File: src/rtl/bshift_pkg.sv
// Shared mode encodings and elaboration helpers for pipe_barrel_shifter.
// BSHIFT_ROTATE_EN enables rotate-left on mode 2'b11.
package bshift_pkg;

  typedef logic [1:0] mode_t;

  localparam mode_t MODE_SLL = 2'b00;
  localparam mode_t MODE_SRL = 2'b01;
  localparam mode_t MODE_SRA = 2'b10;
  localparam mode_t MODE_ROL = 2'b11;

  function automatic int clog2(input int n);
    int r;
    r = 0;
    for (int i = 0; i < 31; i++) begin
      if ((1 << i) < n) r = i + 1;
    end
    return r;
  endfunction

endpackage

File: src/rtl/bshift_stage.sv
// One shift layer (by STEP when shamt bit K is set) plus its pipeline register.
// BSHIFT_ROTATE_EN adds the rotate-left mux for mode 2'b11.
module bshift_stage
  import bshift_pkg::*;
#(
  parameter int WIDTH   = 11,
  parameter int SHAMT_W = 5,
  parameter int K       = 0,
  parameter int STEP    = 1
) (
  input  logic               clk,
  input  logic               rst,
  input  logic               adv,
  input  logic               valid_i,
  input  logic [WIDTH-1:0]   data_i,
  input  logic [SHAMT_W-1:0] shamt_i,
  input  mode_t              mode_i,
  input  logic               sticky_i,
  output logic               valid_o,
  output logic [WIDTH-1:0]   data_o,
  output logic [SHAMT_W-1:0] shamt_o,
  output mode_t              mode_o,
  output logic               sticky_o
);

  // A step of WIDTH or more empties the word; WIDTH-1 still gives full sign fill.
  localparam bit SAT = (STEP >= WIDTH);
  localparam int SH  = SAT ? WIDTH - 1 : STEP;

  logic               valid_q;
  logic [WIDTH-1:0]   data_q, data_d;
  logic [SHAMT_W-1:0] shamt_q;
  mode_t              mode_q;
  logic               sticky_q, sticky_d;
  logic               dropped;

`ifdef BSHIFT_ROTATE_EN
  localparam int ROT = STEP % WIDTH;
  logic [2*WIDTH-1:0] rot_w;
  assign rot_w = {data_i, data_i} << ROT;
`endif

  always_comb begin
    dropped = 1'b0;
    for (int i = 0; i < WIDTH; i++) begin
      if (i < STEP) dropped = dropped | data_i[i];
    end
    data_d   = data_i;
    sticky_d = sticky_i;
    if (shamt_i[K]) begin
      unique case (mode_i)
        MODE_SRL: begin
          data_d   = SAT ? '0 : data_i >> SH;
          sticky_d = sticky_i | dropped;
        end
        MODE_SRA: begin
          data_d   = $signed(data_i) >>> SH;
          sticky_d = sticky_i | dropped;
        end
`ifdef BSHIFT_ROTATE_EN
        MODE_ROL: data_d = rot_w[2*WIDTH-1:WIDTH];
`endif
        default: data_d = SAT ? '0 : data_i << SH;
      endcase
    end
  end

  always_ff @(posedge clk) begin
    if (rst) begin
      valid_q  <= 1'b0;
      data_q   <= '0;
      shamt_q  <= '0;
      mode_q   <= MODE_SLL;
      sticky_q <= 1'b0;
    end else if (adv) begin
      valid_q  <= valid_i;
      data_q   <= data_d;
      shamt_q  <= shamt_i;
      mode_q   <= mode_i;
      sticky_q <= sticky_d;
    end
  end

  assign valid_o  = valid_q;
  assign data_o   = data_q;
  assign shamt_o  = shamt_q;
  assign mode_o   = mode_q;
  assign sticky_o = sticky_q;

endmodule

File: src/rtl/pipe_barrel_shifter.sv
// Fully pipelined barrel shifter: one registered layer per shamt bit.
// Define BSHIFT_ROTATE_EN to make mode 2'b11 rotate left.
module pipe_barrel_shifter
  import bshift_pkg::*;
#(
  parameter int WIDTH   = 11,
  parameter int SHAMT_W = 5
) (
  input  logic               clk,
  input  logic               rst,
  input  logic               in_valid,
  output logic               in_ready,
  input  logic [WIDTH-1:0]   in_data,
  input  logic [SHAMT_W-1:0] in_shamt,
  input  logic [1:0]         in_mode,
  output logic               out_valid,
  input  logic               out_ready,
  output logic [WIDTH-1:0]   out_data,
  output logic               out_sticky
);

  if (clog2(WIDTH) > SHAMT_W) begin : g_bad_shamt
    $error("SHAMT_W too narrow to cover WIDTH");
  end

  logic               adv;
  logic               v  [SHAMT_W+1];
  logic [WIDTH-1:0]   d  [SHAMT_W+1];
  logic [SHAMT_W-1:0] sh [SHAMT_W+1];
  mode_t              m  [SHAMT_W+1];
  logic               st [SHAMT_W+1];

  // Whole pipe moves in lockstep; a held output freezes every stage.
  assign adv      = !out_valid || out_ready;
  assign in_ready = adv;

  assign v[0]  = in_valid;
  assign d[0]  = in_data;
  assign sh[0] = in_shamt;
  assign m[0]  = in_mode;
  assign st[0] = 1'b0;

  for (genvar k = 0; k < SHAMT_W; k++) begin : g_stage
    bshift_stage #(
      .WIDTH   (WIDTH),
      .SHAMT_W (SHAMT_W),
      .K       (k),
      .STEP    (1 << k)
    ) u_stage (
      .clk      (clk),
      .rst      (rst),
      .adv      (adv),
      .valid_i  (v[k]),
      .data_i   (d[k]),
      .shamt_i  (sh[k]),
      .mode_i   (m[k]),
      .sticky_i (st[k]),
      .valid_o  (v[k+1]),
      .data_o   (d[k+1]),
      .shamt_o  (sh[k+1]),
      .mode_o   (m[k+1]),
      .sticky_o (st[k+1])
    );
  end

  assign out_valid  = v[SHAMT_W];
  assign out_data   = d[SHAMT_W];
  assign out_sticky = st[SHAMT_W];

endmodule
File: config.mk
export PLATFORM = sky130hd
export DESIGN_NAME = pipe_barrel_shifter
export DESIGN_NICKNAME = d
export VERILOG_FILES = /design/src/rtl/bshift_pkg.sv /design/src/rtl/bshift_stage.sv /design/src/rtl/pipe_barrel_shifter.sv
export SDC_FILE = /design/constraint.sdc
export NUM_CORES = 1
export LEC_CHECK = 0
export BUFFER_PORTS_ARGS = -buffer_cell sky130_fd_sc_hd__buf_2
export CORE_MARGIN = 5
export CORE_UTILIZATION = 45
export CTS_CLUSTER_DIAMETER = 50
export DETAILED_ROUTE_END_ITERATION = 6
export GPL_ROUTABILITY_DRIVEN = 0
export PLACE_DENSITY_LB_ADDON = 0.2
export SLEW_MARGIN = 20
export SYNTH_ARGS = -nofsm -noshare
export SYNTH_HDL_FRONTEND = slang
export SYNTH_SLANG_ARGS = --single-unit
File: constraint.sdc
create_clock -name clk -period 2.8 [get_ports clk]
set_clock_uncertainty 0.05 [all_clocks]
set_input_delay 0.56 -clock clk [delete_from_list [all_inputs] [get_ports clk]]
set_output_delay 0.56 -clock clk [all_outputs]
set_load 0.01 [all_outputs]
==> impl_metrics.csv <==
group,metric,value,unit
run_status,outcome,"finished, final reports clean",
layout,final_util,48.13,%
synthesis,synth_area,4136,um^2
synthesis,synth_area_leaders,"dfxtp_1 40%, nand2_1 7.2%, a21oi_1 7.1%",
clock_network,cts_tree,"yes",
setup_path,crit_path_end_kind,"flip-flop",
sta,slew_headroom,60.09,%
synthesis,async_flop_share,0,%
routing,firstDrtPassIters,4,
sta,final.period_utilization,70.46,%
layout,layout.cells.non_filler,627,
floorplanning,io-pin-count,36,
setup_path,cp_slowest_cell,"nor2b_1",
setup_path,cp_top_family,"simple AND/OR/NAND/NOR gates",
sta,timing.final.ws_setup,827.1,ps
synthesis,seq_area_frac_synth,40.17,%
synthesis,synth_area_per_cell,8.048,um^2
synthesis,synth.ff_latch_count,83,
clock_network,clk_latency,350,ps
setup_path,cp.arrival,2190,ps
layout,mostFrequentLayoutCells,"83 x dfxtp_1, 79 x nand2_1, 62 x nor2_1, 59 x a21oi_1, 35 x buf_2",
setup_path,reg2reg_to,"g_stage[2].u_stage.data_o[6]",
setup_path,worst-path-max-fanout,10,
setup_path,reg2reg_setup_slack,830,ps
clock_network,postCtsSetupRepairBufs,0,
sta,holdWs,390.7,ps
clock_network,htree_levels,3,
clock_network,cts_sinks,83,
grt,grt_usage,16.80,%
setup_path,rr_worst_depth,5,
routing,num_vias,3466,
sta,rsz0062_at_grt,"false",
floorplanning,placementRows,35,
floorplanning,fp.dieH,105.9,um
grt,antenna_found_initial,0,
grt,grt_pass1_wl,15.40,mm
clock_network,clk_pin_slew,80,ps
routing,drt_iter0_drc,175,
layout,nets,543,
sta,max_freq,506.9,MHz
synthesis,ys.flop_type,"dfxtp_1",
setup_path,crit_buf_inv,1,
layout,design_area,4384,um^2
synthesis,netlist.top_cell.by_area,"dfxtp_1",
sta,period_needed,1973,ps
grt,grtUsageMet2,26.05,%
power_and_ir_drop,peakVddDrop,0.0002716,V
setup_path,start_kind,"flip-flop",
setup_path,r2r_start,"g_stage[1].u_stage.mode_o[0]",
placed_design,dp_cells,612,
synthesis,synth_cell_type_count,39,
layout,antennaDiodeCount,0,
setup_path,crit_type,"flip-flop to flip-flop",
routing,drc,0,
placed_design,hpwlAfterDp,6.180,mm
clock_network,cts_inserted_buffers,9,
synthesis,yosysWarnings,0,
placed_design,port_buffers,35,
placed_design,pre_cts_slack,612.3,ps
placed_design,place_area,4185,um^2
sta,finalHoldViolCount,0,
power_and_ir_drop,leakagePower,1.758,nW
grt,grt_max_degree,86,
hold_path,whs_endpoint,"g_stage[0].u_stage.shamt_o[4]",
hold_path,hp-class,"primary input to flip-flop",
synthesis,synthCells,514,
layout,areaGrowthSynthToFinish,5.989,%
layout,layout_commonest_cell,"dfxtp_1",
grt,grtUsageMet1,22.23,%
floorplanning,die_w,105.9,um
sta,setup_viol,0,
hold_path,min_from,"in_shamt[4]",
floorplanning,start_util,45.41,%
sta,fin_tns_setup,0,ps
sta,worstMarginPinSlew,597.4,ps
grt,overflow,0,
layout,layout-drive-gt1-share,12.60,%
floorplanning,coreArea,9109,um^2
grt,grt_use_met3,3.797,%
clock_network,cts_root_buffer,"clkbuf_8",
routing,wl_per_cell,14.34,um
clock_network,postCtsHoldBufs,0,
setup_path,worstPathRequired,3020,ps
routing,detail_route.vias_per_cell,5.528,
floorplanning,die_area,11210,um^2
power_and_ir_drop,cellPowerDensity,554.1,nW/um^2
clock_network,post_cts_resize_count,0,
synthesis,synth-edff-count,0,
clock_network,cts_buffer_depth,2,
routing,routed_wl,8.991,mm
synthesis,syn-num-nets,545,
power_and_ir_drop,finalPower,2.429,mW
setup_path,crit_path_cell_trace,"inv_1 -> ha_1 -> nor2b_1 -> nand3_1 -> a311oi_1",
routing,final_antenna_net_count,0,
synthesis,netlist.area_leader.share,40.17,%
setup_path,cpPeakStageDelay,520,ps
grt,top_usage_layer,"met2",
grt,grt_pass1_vias,3196,
hold_path,min_path_cells,3,
job,drv_cap,0,
sta,slew_violations,0,
## metal layers
layer | share of wire, % | wire length, um
met1 | 48 | 4302
met2 | 46 | 4119
met3 | 3.7 | 335
met4 | 2.6 | 233
met5 | 0 | 0
## Yosys cell counts (3+ instances only)
master / instances
dfxtp_1: 83
nand3b_1: 3
a2111o_1: 16
o211ai_1: 3
or2_2: 3
and3_1: 3
clkbuf_1: 10
a21oi_1: 59
or4_1: 3
ha_1: 9
a311oi_1: 7
inv_1: 12
nand2b_1: 11
buf_6: 6
a211oi_1: 28
nor2b_1: 5
nor2_1: 62
nand3_1: 17
buf_2: 17
o21ai_0: 21
nand2_1: 79
a311o_1: 6
and3b_1: 14
buf_4: 17
## area by class of cell
type | instances | area (um^2)
multi-input cells | 365 | 2102
repair buffers | 39 | 230.2
flip-flops and latches | 83 | 1662
fillers | 920 | 4725
well taps | 111 | 138.9
inverters | 14 | 52.55
clock inverters | 5 | 61.31
clock buffers | 10 | 137.6
## worst min-delay path, stage by stage
cell and delay [ps]:
buf_2 100, nand2_1 40, a21oi_1 50
## power by group
group          leakage [nW]  switching, mW  total (mW)  internal (mW)
Sequential            0.680         0.0590        1.30           1.24
Combinational         0.976          0.136       0.255          0.119
Clock                 0.103          0.440       0.877          0.436
Total                  1.76          0.635        2.43           1.79
## worst max path at each step
| stage | startpoint | endpoint | slack, ps | cells past startpoint |
|---|---|---|---|---|
| 2_1_floorplan | in_mode[0] | g_stage[0].u_stage.data_o[5] | 970 | 6 |
| 3_5_place_dp | in_mode[0] | g_stage[0].u_stage.data_o[4] | 610 | 6 |
| 4_1_cts | g_stage[4].u_stage.valid_o | in_ready | 800 | 3 |
| 5_1_grt | g_stage[4].u_stage.valid_o | in_ready | 730 | 3 |
| 3_3_place_gp | in_mode[0] | g_stage[0].u_stage.data_o[1] | 650 | 6 |
| 6_report | g_stage[1].u_stage.mode_o[0] | g_stage[2].u_stage.data_o[6] | 830 | 5 |
## sequential cells by signal, summed over array words and instances, names as in the netlist
register,flops
g_stage.u_stage.sticky_o,5
g_stage.u_stage.data_o,55
g_stage.u_stage.valid_o,5
g_stage.u_stage.shamt_o,10
g_stage.u_stage.mode_o,8
## cell families (layout without fill, tap and decap cells)
| family | count (synthesis) | in the layout | synth area share, % |
|---|---|---|---|
| simple gates | 211 | 211 | 24.35 |
| mux | 1 | 1 | 0.2420 |
| fa+ha+maj | 9 | 9 | 2.722 |
| compound gates | 144 | 144 | 23.32 |
| buf+inv | 66 | 68 | 9.195 |
| flops | 83 | 83 | 40.17 |
(Power assumes the default switching activity.)
